===== src/rtl/bus_resp_pkg.sv =====
// Shared definitions for the timer bus responder: register map, CTRL/STATUS bit
// positions, the ID byte and the bus FSM state encoding.
package bus_resp_pkg;

  localparam logic [2:0] OFF_CTRL      = 3'd0;
  localparam logic [2:0] OFF_STATUS    = 3'd1;
  localparam logic [2:0] OFF_RELOAD_LO = 3'd2;
  localparam logic [2:0] OFF_RELOAD_HI = 3'd3;
  localparam logic [2:0] OFF_COUNT_LO  = 3'd4;
  localparam logic [2:0] OFF_COUNT_HI  = 3'd5;
  localparam logic [2:0] OFF_PRESCALE  = 3'd6;
  localparam logic [2:0] OFF_ID        = 3'd7;

  localparam int CTRL_EN    = 0;
  localparam int CTRL_IE    = 1;
  localparam int CTRL_AUTO  = 2;
  localparam int STATUS_EXP = 0;

  localparam logic [7:0] ID_VALUE = 8'h65;

  typedef enum logic [1:0] {
    ST_IDLE   = 2'd0,
    ST_WAIT   = 2'd1,
    ST_ACCESS = 2'd2
  } bus_state_t;

  // Field order matches the CTRL byte: bit 2 AUTO, bit 1 IE, bit 0 EN.
  typedef struct packed {
    logic auto_rl;
    logic ie;
    logic en;
  } ctrl_t;

  function automatic logic [7:0] ctrl_to_byte(input ctrl_t c);
    return {5'b00000, c.auto_rl, c.ie, c.en};
  endfunction

endpackage


===== src/rtl/interval_timer_core.sv =====
// Interval timer datapath: prescaler, 16-bit down-counter with reload, sticky
// expiry flag and the registered active-low interrupt.
module interval_timer_core
  import bus_resp_pkg::*;
(
  input  logic        clk,
  input  logic        res,
  input  logic        wr_en,
  input  logic [2:0]  wr_off,
  input  logic [7:0]  wr_data,
  output ctrl_t       ctrl,
  output logic        exp_flag,
  output logic [15:0] count,
  output logic [15:0] reload,
  output logic [7:0]  prescale,
  output logic        irq_n
);

  logic [7:0]  psc_q;
  logic [7:0]  psc_d;
  ctrl_t       ctrl_d;
  logic        exp_d;
  logic [15:0] count_d;
  logic [15:0] reload_d;
  logic [7:0]  prescale_d;
  logic        tick;
  logic        expire;

  // Tick and expiry come from the registered CTRL, so a same-cycle CTRL write
  // never changes how the current tick is handled.
  always_comb begin
    tick       = ctrl.en && (psc_q >= prescale);
    expire     = tick && (count == 16'h0000);
    ctrl_d     = ctrl;
    exp_d      = exp_flag;
    count_d    = count;
    reload_d   = reload;
    prescale_d = prescale;
    psc_d      = psc_q;

    if (ctrl.en) psc_d = tick ? 8'h00 : psc_q + 8'h01;

    if (tick) begin
      if (!expire) begin
        count_d = count - 16'h0001;
      end else if (ctrl.auto_rl) begin
        count_d = reload;
      end else begin
        count_d   = 16'h0000;
        ctrl_d.en = 1'b0;
      end
    end

    // Clear first, then set, so an expiry in the same cycle keeps EXP high.
    if (wr_en && (wr_off == OFF_STATUS) && wr_data[STATUS_EXP]) exp_d = 1'b0;
    if (expire) exp_d = 1'b1;

    if (wr_en) begin
      case (wr_off)
        OFF_CTRL:      ctrl_d = ctrl_t'(wr_data[2:0]);
        OFF_RELOAD_LO: reload_d[7:0] = wr_data;
        OFF_RELOAD_HI: begin
          reload_d[15:8] = wr_data;
          count_d        = {wr_data, reload[7:0]};
          psc_d          = 8'h00;
        end
        OFF_PRESCALE:  prescale_d = wr_data;
        default:       ;
      endcase
    end
  end

  always_ff @(posedge clk) begin
    if (res) begin
      ctrl     <= '0;
      exp_flag <= 1'b0;
      count    <= 16'h0000;
      reload   <= 16'h0000;
      prescale <= 8'h00;
      psc_q    <= 8'h00;
      irq_n    <= 1'b1;
    end else begin
      ctrl     <= ctrl_d;
      exp_flag <= exp_d;
      count    <= count_d;
      reload   <= reload_d;
      prescale <= prescale_d;
      psc_q    <= psc_d;
      irq_n    <= ~(exp_d & ctrl_d.ie);
    end
  end

endmodule


===== src/rtl/timer_bus_responder.sv =====
// CPU bus slave for an 8-byte interval timer window with programmable wait states.
// Define TIMER_SNAPSHOT_EN to latch COUNT[15:8] on a COUNT_LO read for coherent 16-bit reads.
//
// state  | meaning
// IDLE   | no access in flight; a selected cycle starts one (or completes it with no wait states)
// WAIT   | RDY held low while the wait-state down-counter runs out
// ACCESS | RDY high, read data driven or write committed, then back to IDLE
module timer_bus_responder
  import bus_resp_pkg::*;
#(
  parameter logic [15:0] BASE_ADDR   = 16'hD000,
  parameter int          WAIT_STATES = 1
) (
  input  logic        clk,
  input  logic        res,
  input  logic [15:0] ADDR_BUS,
  input  logic        RW,
  input  logic [7:0]  DATA_IN,
  output logic [7:0]  DATA_OUT,
  output logic        DATA_OE,
  output logic        RDY,
  output logic        IRQ
);

  // The first low cycle is spent in IDLE, so WAIT covers the remaining ones.
  localparam logic [2:0] WAIT_LOAD = 3'((WAIT_STATES > 0) ? WAIT_STATES - 1 : 0);

  bus_state_t  state;
  bus_state_t  state_d;
  logic [2:0]  wait_cnt;
  logic [2:0]  wait_d;
  logic [15:0] lat_addr;
  logic        lat_rw;
  logic        latch_req;
  logic        sel;
  logic [2:0]  offset;
  logic        same_req;
  logic        restart;
  logic        complete;
  logic        rdy_c;
  logic        wr_en;
  logic [7:0]  rd_data;
  logic [7:0]  count_hi_rd;

  ctrl_t       ctrl;
  logic        exp_flag;
  logic [15:0] count;
  logic [15:0] reload;
  logic [7:0]  prescale;
  logic        irq_n;

  assign sel      = (ADDR_BUS[15:3] == BASE_ADDR[15:3]);
  assign offset   = ADDR_BUS[2:0];
  assign same_req = (ADDR_BUS == lat_addr) && (RW == lat_rw);
  // A changed request while stalled is treated exactly like a fresh IDLE cycle.
  assign restart  = (state == ST_IDLE) || !same_req;

  always_comb begin
    state_d   = state;
    wait_d    = wait_cnt;
    latch_req = 1'b0;
    complete  = 1'b0;
    rdy_c     = 1'b1;
    if (restart) begin
      state_d = ST_IDLE;
      if (sel) begin
        if (WAIT_STATES == 0) begin
          complete = 1'b1;
        end else begin
          rdy_c     = 1'b0;
          latch_req = 1'b1;
          wait_d    = WAIT_LOAD;
          state_d   = (WAIT_LOAD == 3'd0) ? ST_ACCESS : ST_WAIT;
        end
      end
    end else begin
      case (state)
        ST_WAIT: begin
          rdy_c = 1'b0;
          if (wait_cnt == 3'd1) state_d = ST_ACCESS;
          else                  wait_d  = wait_cnt - 3'd1;
        end
        ST_ACCESS: begin
          complete = 1'b1;
          state_d  = ST_IDLE;
        end
        default: state_d = ST_IDLE;
      endcase
    end
    if (res) begin
      complete = 1'b0;
      rdy_c    = 1'b1;
    end
  end

  always_ff @(posedge clk) begin
    if (res) begin
      state    <= ST_IDLE;
      wait_cnt <= 3'd0;
      lat_addr <= 16'h0000;
      lat_rw   <= 1'b0;
    end else begin
      state    <= state_d;
      wait_cnt <= wait_d;
      if (latch_req) begin
        lat_addr <= ADDR_BUS;
        lat_rw   <= RW;
      end
    end
  end

`ifdef TIMER_SNAPSHOT_EN
  logic [7:0] snap_hi;

  always_ff @(posedge clk) begin
    if (res)                                               snap_hi <= 8'h00;
    else if (complete && RW && (offset == OFF_COUNT_LO))   snap_hi <= count[15:8];
  end

  assign count_hi_rd = snap_hi;
`else
  assign count_hi_rd = count[15:8];
`endif

  always_comb begin
    rd_data = 8'h00;
    case (offset)
      OFF_CTRL:      rd_data = ctrl_to_byte(ctrl);
      OFF_STATUS:    rd_data = {7'b0000000, exp_flag};
      OFF_RELOAD_LO: rd_data = reload[7:0];
      OFF_RELOAD_HI: rd_data = reload[15:8];
      OFF_COUNT_LO:  rd_data = count[7:0];
      OFF_COUNT_HI:  rd_data = count_hi_rd;
      OFF_PRESCALE:  rd_data = prescale;
      OFF_ID:        rd_data = ID_VALUE;
      default:       rd_data = 8'h00;
    endcase
  end

  assign wr_en    = complete && !RW;
  assign DATA_OE  = complete && RW;
  assign DATA_OUT = DATA_OE ? rd_data : 8'h00;
  assign RDY      = rdy_c;
  assign IRQ      = irq_n;

  interval_timer_core u_core (
    .clk      (clk),
    .res      (res),
    .wr_en    (wr_en),
    .wr_off   (offset),
    .wr_data  (DATA_IN),
    .ctrl     (ctrl),
    .exp_flag (exp_flag),
    .count    (count),
    .reload   (reload),
    .prescale (prescale),
    .irq_n    (irq_n)
  );

endmodule


===== config.mk =====
export PLATFORM = sky130hd
export DESIGN_NAME = timer_bus_responder
export DESIGN_NICKNAME = d
export VERILOG_FILES = /design/src/rtl/bus_resp_pkg.sv /design/src/rtl/interval_timer_core.sv /design/src/rtl/timer_bus_responder.sv
export SDC_FILE = /design/constraint.sdc
export NUM_CORES = 1
export LEC_CHECK = 0
export BUFFER_PORTS_ARGS = -buffer_cell sky130_fd_sc_hd__buf_2
export CORE_MARGIN = 2
export CORE_UTILIZATION = 25
export DETAILED_ROUTE_END_ITERATION = 12
export GPL_TIMING_DRIVEN = 0
export PLACE_DENSITY = 0.45
export SETUP_SLACK_MARGIN = 0.02
export SYNTH_ARGS = -nofsm -noshare
export SYNTH_HDL_FRONTEND = slang
export SYNTH_SLANG_ARGS = --single-unit

===== constraint.sdc =====
create_clock -name clk -period 5.8 [get_ports clk]
set_clock_uncertainty 0.1 [all_clocks]
set_input_delay 0.58 -clock clk [delete_from_list [all_inputs] [get_ports clk]]
set_output_delay 0.58 -clock clk [all_outputs]
set_load 0.005 [all_outputs]

==> results of run 1 <==
power breakdown:
group	switching [mW]	leakage (nW)	internal (mW)
clock	0.249	0.151	0.344
combinational	0.0405	1.20	0.0206
sequential	0.00000469	0.572	0.487
cell families (layout without fill, tap and decap cells):
family          Yosys count  after routing  share of synthesized area [%]
simple gates            193            193                          24.83
compound gates          107            107                          17.71
flops                    71             71                          34.45
buf+inv                  46             97                          6.185
mux                      33             33                          8.187
xor+xnor                 25             25                          5.306
fa+ha+maj                11             11                          3.335
routing by layer:
metal | part of all wire, % | routed length, um | global-route usage, %
met4 | 1.2 | 163 | 4.779
met3 | 6.1 | 817 | 4.483
met5 | 0 | 0 | 0
met1 | 45 | 6042 | 19.67
met2 | 48 | 6429 | 25.68
area by class of cell:
| type | instances | area share (%) |
|---|---|---|
| plain buffers | 33 | 4.228 |
| clock buffers | 9 | 4.612 |
| clock inverters | 7 | 1.768 |
| inverters | 13 | 0.9992 |
| multi-input cells | 369 | 50.17 |
| flip-flops and latches | 71 | 29.11 |
| well taps | 216 | 5.534 |
| repair buffers | 35 | 3.587 |
cells in the mapped netlist, types with 12 or more instances:
library cell,count
mux2i_1,27
and2_1,12
a21oi_1,26
nor2_1,62
dfxtp_1,71
o21ai_0,19
xnor2_1,15
inv_1,13
nand2_1,40
nor3_1,12
clkbuf_1,18
registers in the layout, summed over array words and instances, names as in the netlist:
name	count
u_core.irq_n	1
u_core.count	16
lat_rw	1
u_core.reload	16
u_core.prescale	8
u_core.exp_flag	1
state	1
lat_addr	16
u_core.psc_q	8
u_core.ctrl	3
stage by stage:
step / util, % / power [mW]
final: 30.52 / 1.141
after global placement: 28.57 / 0.5593
after CTS: 30.52 / 1.156
after floorplan: - / 0.5302
after global routing: 30.52 / 1.179
after detailed placement: 28.57 / 0.5596
critical path, stage by stage:
cell and delay, ps:
buf_2 180, xnor2_1 140, nand4_1 160, nor3_4 440, nand4b_1 540, a311oi_1 520, buf_2 190
final timing paths:
path	endpoint	start
min reg2reg	u_core.reload[12]	u_core.reload[12]
min	u_core.reload[12]	u_core.reload[12]
max reg2reg	u_core.count[14]	u_core.prescale[2]
max	DATA_OUT[0]	RW
layout by cell type, fill, tap and decap left out, types with 9 or more instances in the layout:
cell	synthesis	final
a211oi_1	10	10
a21oi_1	26	26
and2_1	12	12
buf_2	4	39
clkbuf_1	18	18
clkbuf_16	0	9
dfxtp_1	71	71
ha_1	11	11
inv_1	13	13
mux2i_1	27	27
nand2_1	40	40
nand3_1	11	11
nand4_1	9	9
nor2_1	62	62
nor3_1	12	12
o21ai_0	19	19
xnor2_1	15	15
xor2_1	10	10
==> metrics, run 1 <==
status=finished clean; Core Box Area=approximately 0.016 mm2; class of the worst hold path=reg -> reg; leading area contributor after synthesis=dfxtp_1; fmax=roughly 290 MHz; Inserted Clock Buffers=9; Setup Fix Bufs, Post-CTS=0; Top FF cell, synth=dfxtp_1; Max Slew Vio Count=0; Syn Nets=524; footprint of the multi-input gates=roughly 0.0024 mm2; Crit path arrival time=about 2800 ps; Die ar.=~0.018 mm2; row cnt=46; Yosys reg bits=between 70 and 80; Worst Hold Path Cells=2; synth warn=0; CTS Root Cell=clkbuf_16; fin crit share=roughly three fifths; vias in the first global route=approximately 3800; worst slack after detailed placement=2384 ps; Port Buf Inserts=35; power density over the cells=233.7 mW/mm2; 1st-pass router iterations=8; final hold violation count=0; dominant cells by area after synthesis=dfxtp_1 (34%), mux2i_1 (6.5%), nor2_1 (5.6%); worst vdd ir=between 0.1 and 0.15 mV; area growth from synthesis to layout=18.34%; via count=between 3000 and 4000; H-tree levels=3; final setup vio count=0; Worst-Margin Slew=858.8 ps; post-synth top area share=34.45%; antenna violations before repair=0; Remaining DRCs=0; FF-to-FF path depth=9; post-route ant nets=0; fraction of layout cells with a size suffix above 1=between 10% and 20%; Resize count post-CTS=0; fin area=0.004883 mm2; CTS tree=built; Total GRT Usage=15.57%; Seq/Total Area, Yosys=34.45%; RSZ-0062 raised after global routing=no; Skew-Pair Late Insertion Delay=between 300 and 400 ps; crit path capture type=primary output; Reg2Reg Setup Slack=just over 3000 ps; clock slew at reported path FFs=about 60 ps; Worst Path Required=roughly 5100 ps; first-pass GRT wire length=21120 um; final hold slack=around 370 ps; vias per cell=between 5 and 6; WS Path Type=in -> out; setup TNS=0 ps; Mapped Area=between 0.004 and 0.005 mm2; initial DRC count=335; routed wire length=~13000 um; ANT cells=0; clock sinks=71; unique cell type count in the Yosys netlist=69; CP startpoint kind=input port; Filler Cells Inserted=between 1500 and 2000; EDFF count, synth=0; # IOs=38; Rel. slew slack=around two fifths; Synth Instances=486; initial core utilization=between 20% and 30%; Placed Instance Area=0.004572 mm2; hpwl dp=about 10000 um; gr ovfl total=0; CP Max Fanout=9; Die H=around 130 um; Non-Filler Instances=around 750; Async SR Flop Fraction=0%; Synth Area per Inst=approximately 8.5 um2; Tmin final=between 3000 and 4000 ps; Die Wd=between 100 and 150 um; MaxCap Viol Count=0; nets@finish=570; CTS Hold Bufs=0; register area=0.001421 mm2; Setup WS post-layout=2361 ps; leakage=1.922 nW; Placed Cells=737; worst-case clock buffer depth=2; GPL Wtd Cong=approximately 0.87; Wirelength per Cell=~18 um; pin count of the biggest net entering global routing=16
(Power assumes the default switching activity.)
==> run 2, diff against run 1 <==
--- a/config.mk
+++ b/config.mk
@@ -5,6 +5,7 @@
 export SDC_FILE = /design/constraint.sdc
 export NUM_CORES = 1
 export LEC_CHECK = 0
+export ABC_AREA = 1
 export BUFFER_PORTS_ARGS = -buffer_cell sky130_fd_sc_hd__buf_2
 export CORE_MARGIN = 2
 export CORE_UTILIZATION = 25
==> constraint.sdc (replaced) <==
create_clock -name clk -period 3.25 [get_ports clk]
set_clock_uncertainty 0.1 [all_clocks]
set_input_delay 0.325 -clock clk [delete_from_list [all_inputs] [get_ports clk]]
set_output_delay 0.325 -clock clk [all_outputs]
set_load 0.005 [all_outputs]
==> run 2 against run 1 <==
Via count increased by 31%. Critical path depth increased by 3. Synthesized cell count increased by 58%. Sequential share of layout area decreased by 2.6 points. Clock power increased by 70%. Critical endpoint is now DATA_OUT[1]. Largest cell class unchanged.
==> metrics, run 2 <==
status=finished clean; most frequent cells in the layout=nand2_1 (202), nor2_1 (122), inv_1 (115); Resize count post-CTS=0; area growth from synthesis to layout=16.39%; Top Registers=lat_addr (16), u_core.count (16), u_core.reload (16); fin crit share=between 80% and 90%; EDFF count, synth=0; routed wire length=approximately 17000 um; worst vdd ir=roughly 0.25 mV; Core Box Area=about 0.018 mm2; Synth Area per Inst=~6 um2; Inserted Clock Buffers=9; MaxCap Viol Count=0; vias per cell=between 4 and 5; post-route ant nets=0; nets@finish=between 800 and 900; clock sinks=slightly above 70; crit path capture type=primary output; Die H=roughly 140 um; Wirelength per Cell=approximately 16 um; # IOs=38; fmax=between 300 and 400 MHz; CTS Hold Bufs=0; first-pass GRT wire length=roughly 26000 um; Port Buf Inserts=36; Mapped Area=0.004611 mm2; unique cell type count in the Yosys netlist=37; via count=slightly below 5000; Worst-Margin Slew=roughly 830 ps; Rel. slew slack=between 40% and 50%; gr ovfl total=0; vias in the first global route=about 4700; top-count cell post-synth=nand2_1; leading area contributor after synthesis=dfxtp_1; WS Path Type=reg -> out; Tmin final=between 2000 and 3000 ps; Synth Instances=766; Synth top cells by count=nand2_1 (202), nor2_1 (122), inv_1 (115); Die ar.=roughly 0.02 mm2; H-tree levels=3; Setup Fix Bufs, Post-CTS=0; class of the worst hold path=in -> reg; Syn Nets=~800; CP startpoint kind=register; commonest non-fill, non-tap cell in the layout=nand2_1; clock slew at reported path FFs=60 ps; row cnt=49; Placed Instance Area=0.005077 mm2; hpwl dp=around 13000 um; Worst Path Required=~2800 ps; 1st-pass router iterations=5; CTS tree=built; Die Wd=roughly 140 um; Remaining DRCs=0; Skew-Pair Late Insertion Delay=~350 ps; final setup vio count=0; fin util=29.77%; fraction of layout cells with a size suffix above 1=a little under a tenth; GPL Wtd Cong=roughly 0.89; leakage=approximately 2.6 nW; Top FF cell, synth=dfxtp_1; RSZ-0062 raised after global routing=no; CP Max Fanout=9; fin area=about 0.0054 mm2; Seq/Total Area, Yosys=a little under a third; ANT cells=0; Total GRT Usage=approximately 17%; Crit path arrival time=between 2000 and 2500 ps; Yosys reg bits=71; pin count of the biggest net entering global routing=13; antenna violations before repair=0; post-synth top area share=30.83%; Async SR Flop Fraction=0%; Setup WS post-layout=348.3 ps; worst-case clock buffer depth=2; initial core utilization=between 20% and 30%; initial DRC count=just over 400; CTS Root Cell=clkbuf_16; worst slack after detailed placement=about 580 ps; dominant cells by area after synthesis=dfxtp_1 (31%), nand2_1 (16%), nor2_1 (9.9%); synth warn=0; final hold violation count=0; Final Total Pwr=roughly 2.0 mW; setup TNS=0 ps; Max Slew Vio Count=0; power density over the cells=374.3 mW/mm2
[run 2: changes by cell type after synthesis, moves of 5 or more]
cell and delta:
o22ai_1 +6, nor2_1 +60, a211oi_1 -8, o31ai_1 -6
nand3_1 +53, nand4_1 +26, nor2b_1 -5, mux2_2 -6
xnor2_1 -12, mux2i_1 -27, o21ai_0 +11, and2_1 -11
nand2_1 +162, inv_1 +102
[run 2: worst paths after layout]
check | startpoint | endpoint | slack, ps | cells after the start
hold reg to reg | lat_addr[14] | lat_addr[14] | 370 | 2
setup reg to reg | u_core.prescale[3] | u_core.irq_n | 640 | 12
setup / recovery | lat_addr[10] | DATA_OUT[1] | 350 | 10
hold / removal | DATA_IN[1] | u_core.ctrl[1] | 140 | 3
[run 2: critical path, stage by stage, from the launching register on]
cell	delay, ps
dfxtp_1	330
xnor2_1	200
nand3_1	110
nor2_1	130
nand3_1	80
nor2_1	240
inv_1	150
nor2_4	220
nand2_2	210
a21oi_1	290
buf_2	170
[run 2: kinds of logic (layout without fill, tap and decap cells)]
| group | Yosys count | after routing | share of synthesized area, % |
|---|---|---|---|
| and+or+nand+nor | 452 | 452 | 42.44 |
| DFF | 71 | 71 | 30.83 |
| xor gates and xnor gates | 9 | 9 | 1.710 |
| adders and majority gates | 11 | 11 | 2.985 |
| AOI/OAI and AO/OA | 78 | 78 | 9.742 |
| buffers and inverters | 145 | 197 | 12.29 |
[run 2: per-stage QoR]
stage          std cells  hold slack [ps]
2_1_floorplan        766            340.3
3_3_place_gp        1031            349.7
3_5_place_dp        1031            361.9
4_1_cts             1047            138.7
5_1_grt             1047            170.1
6_report            1047            138.5
[run 2: routing by layer]
metal	track usage (%)	wire, um
met2	25.73	7134
met1	25.57	8311
met3	1.961	723
met4	6.684	382
met5	0	0
[run 2: power breakdown]
group          switching [mW]  internal, mW  total, mW
Combinational          0.0980        0.0354      0.133
Sequential          0.0000105         0.870      0.870
Clock                   0.416         0.589       1.01
[run 2: layout make-up]
class | instances | area (um2)
Buffer | 25 | 116.4
Clock buffer | 9 | 225.2
Timing Repair Buffer | 36 | 180.2
Sequential cell | 71 | 1421
Multi-Input combinational cell | 550 | 2623
Fill cell | 2087 | 12660
Inverter | 120 | 450.4
Tap cell | 229 | 286.5
Clock inverter | 7 | 63.81
==> run 3, diff against run 2 <==
--- a/config.mk
+++ b/config.mk
@@ -5,7 +5,6 @@
 export SDC_FILE = /design/constraint.sdc
 export NUM_CORES = 1
 export LEC_CHECK = 0
-export ABC_AREA = 1
 export BUFFER_PORTS_ARGS = -buffer_cell sky130_fd_sc_hd__buf_2
 export CORE_MARGIN = 2
 export CORE_UTILIZATION = 25
==> run 3 against run 2 <==
Maximum frequency is 5.0% higher. Critical endpoint is now DATA_OUT[2]. Global-route usage shrank 1.8 points. Worst setup slack better by 140 ps. Worst hold slack improved by 31 ps. Final cell count fell by 28%. Sequential power is essentially flat. Critical path type unchanged. Count of clock-buffer cells in the layout is the same. Core utilization up 0.89 points. Via count decreased by 24%. Critical path depth decreased by 2.
==> metrics, run 3 (synthesized netlist as in run 1, its figures left out) <==
Core Box Area=0.01600 mm2; commonest non-fill, non-tap cell in the layout=dfxtp_1; first-pass GRT wire length=approximately 21000 um; setup TNS=0 ps; status=finished clean; Port Buf Inserts=35; Filler Cells Inserted=between 1500 and 2000; final hold slack=roughly 170 ps; CTS tree=built; clock sinks=71; r2r endpoint=u_core.count[14]; worst-case clock buffer depth=2; Worst-Margin Slew=roughly 900 ps; GPL Wtd Cong=between 0.8 and 0.9; initial core utilization=25.79%; Max Slew Vio Count=0; CP max-delay cell=dfxtp_1; final hold violation count=0; worst vdd ir=0.2466 mV; Inserted Clock Buffers=9; initial DRC count=293; Rel. slew slack=40.18%; CP Max Fanout=9; Remaining DRCs=0; Placed Instance Area=~0.0046 mm2; Non-Filler Instances=~760; Worst Path Required=around 2800 ps; fin crit share=about 85%; nets@finish=approximately 570; H-tree levels=3; Reg2Reg Setup Slack=a little over 500 ps; Crit Reg-Reg Startpoint=u_core.prescale[2]; WS Path Type=reg -> out; CP top delay family=buffers and inverters; fin area=about 0.0049 mm2; metal2 WL=6394 um; final setup vio count=0; post-route ant nets=0; via count=about 3800; leakage=1.935 nW; top sig layer=met4; # IOs=38; Worst Hold Launch=DATA_IN[6]; Die H=132.5 um; fin util=30.66%; Tmin final=2763 ps; Worst Hold Path Cells=3; Total GRT Usage=15.57%; clock slew at reported path FFs=roughly 70 ps; antenna violations before repair=0; hpwl dp=between 9000 and 10000 um; Skew-Pair Late Insertion Delay=around 350 ps; Top Registers=lat_addr (16), u_core.count (16), u_core.reload (16); Hold Path Sink=u_core.prescale[6]; vias in the first global route=between 3000 and 4000; CTS Root Cell=clkbuf_16; row cnt=46; crit path capture type=primary output; most frequent cells in the layout=dfxtp_1 (71), nor2_1 (62), nand2_1 (40); Wirelength per Cell=approximately 18 um; CP max stage delay=~330 ps; Die Wd=about 130 um; area growth from synthesis to layout=18.89%; ANT cells=0; routed wire length=roughly 14000 um; Placed Cells=approximately 740; class of the worst hold path=in -> reg; power density over the cells=between 400 and 500 mW/mm2; pin count of the biggest net entering global routing=16; fmax=approximately 360 MHz; RSZ-0062 raised after global routing=no; routed wl met3=810 um; CP startpoint kind=register; gr ovfl total=0; Critical path buffers and inverters=3; fraction of layout cells with a size suffix above 1=between 10% and 20%; wl on met1=between 6000 and 7000 um; vias per cell=about 5.0; Cell Chain, Critical Path=xor2_1, nor4_1, and3_1, buf_2, nand4b_1, buf_4, a211oi_1, buf_2; Crit path arrival time=2340 ps; most used cell, CP=buf_2; MaxCap Viol Count=0; 1st-pass router iterations=5; FF-to-FF path depth=9; Die ar.=roughly 0.018 mm2
-- run 3: cell count changes in the layout (fill, tap and decap cells not counted), sizes merged, moves of 12 or more --
cell,before,now
nand2,205,40
inv,118,18
nor2,127,64
nand3,66,12
mux2i,0,27
nand4,36,11
xnor2,3,15
-- run 3: what timing repair did --
action,CTS,global route
endpoints found under the setup margin,0,2
setup buffers,0,3
resized for setup,0,0
hold buffers,0,0
-- run 3: how the worst max path moves through the flow --
stage / from / endpoint / slack, ps / depth (start not counted)
detailed placement: RW / DATA_OUT[2] / 340 / 7
global placement: RW / DATA_OUT[2] / 350 / 7
floorplan: ADDR_BUS[3] / RDY / 1010 / 5
finish: lat_addr[15] / DATA_OUT[2] / 490 / 8
CTS: lat_addr[0] / DATA_OUT[2] / 120 / 6
global route: u_core.prescale[2] / u_core.count[14] / 260 / 9
-- run 3: final cells by class --
| cell class | count | area (um2) | share of cell area [%] |
|---|---|---|---|
| Multi-Input combinational cell | 369 | 2450 | 49.94 |
| Sequential cell | 71 | 1421 | 28.97 |
| Tap cell | 216 | 270.3 | 5.509 |
| Clock buffer | 9 | 225.2 | 4.591 |
| Buffer | 33 | 206.4 | 4.208 |
| Timing Repair Buffer | 38 | 197.7 | 4.030 |
| Clock inverter | 7 | 86.33 | 1.760 |
| Inverter | 13 | 48.80 | 0.9946 |
-- run 3: metrics by stage --
step / setup WS, ps / total power [mW]
after floorplan: 1010 / 0.9462
after global placement: 348.1 / 0.9982
after detailed placement: 343.7 / 0.9987
after CTS: 120.3 / 2.062
after global routing: 262.3 / 2.103
final: 487.0 / 2.040
-- run 3: worst min-delay path, cell delays in order --
cell,delay (ps)
buf_2,120
mux2i_1,70
nor2_1,70
-- run 3: metal layers --
metal  global-route usage, %  vias up
li1                        -     1856
met1                   19.67     1788
met2                   25.68      112
met3                   4.483       14
met4                   4.779        0
met5                       0        -
-- run 3: report_power, final --
part	switching, mW	internal [mW]	leakage [nW]	total (mW)
Sequential	0.00000839	0.870	0.572	0.870
Combinational	0.0726	0.0367	1.21	0.109
Clock	0.448	0.613	0.151	1.06
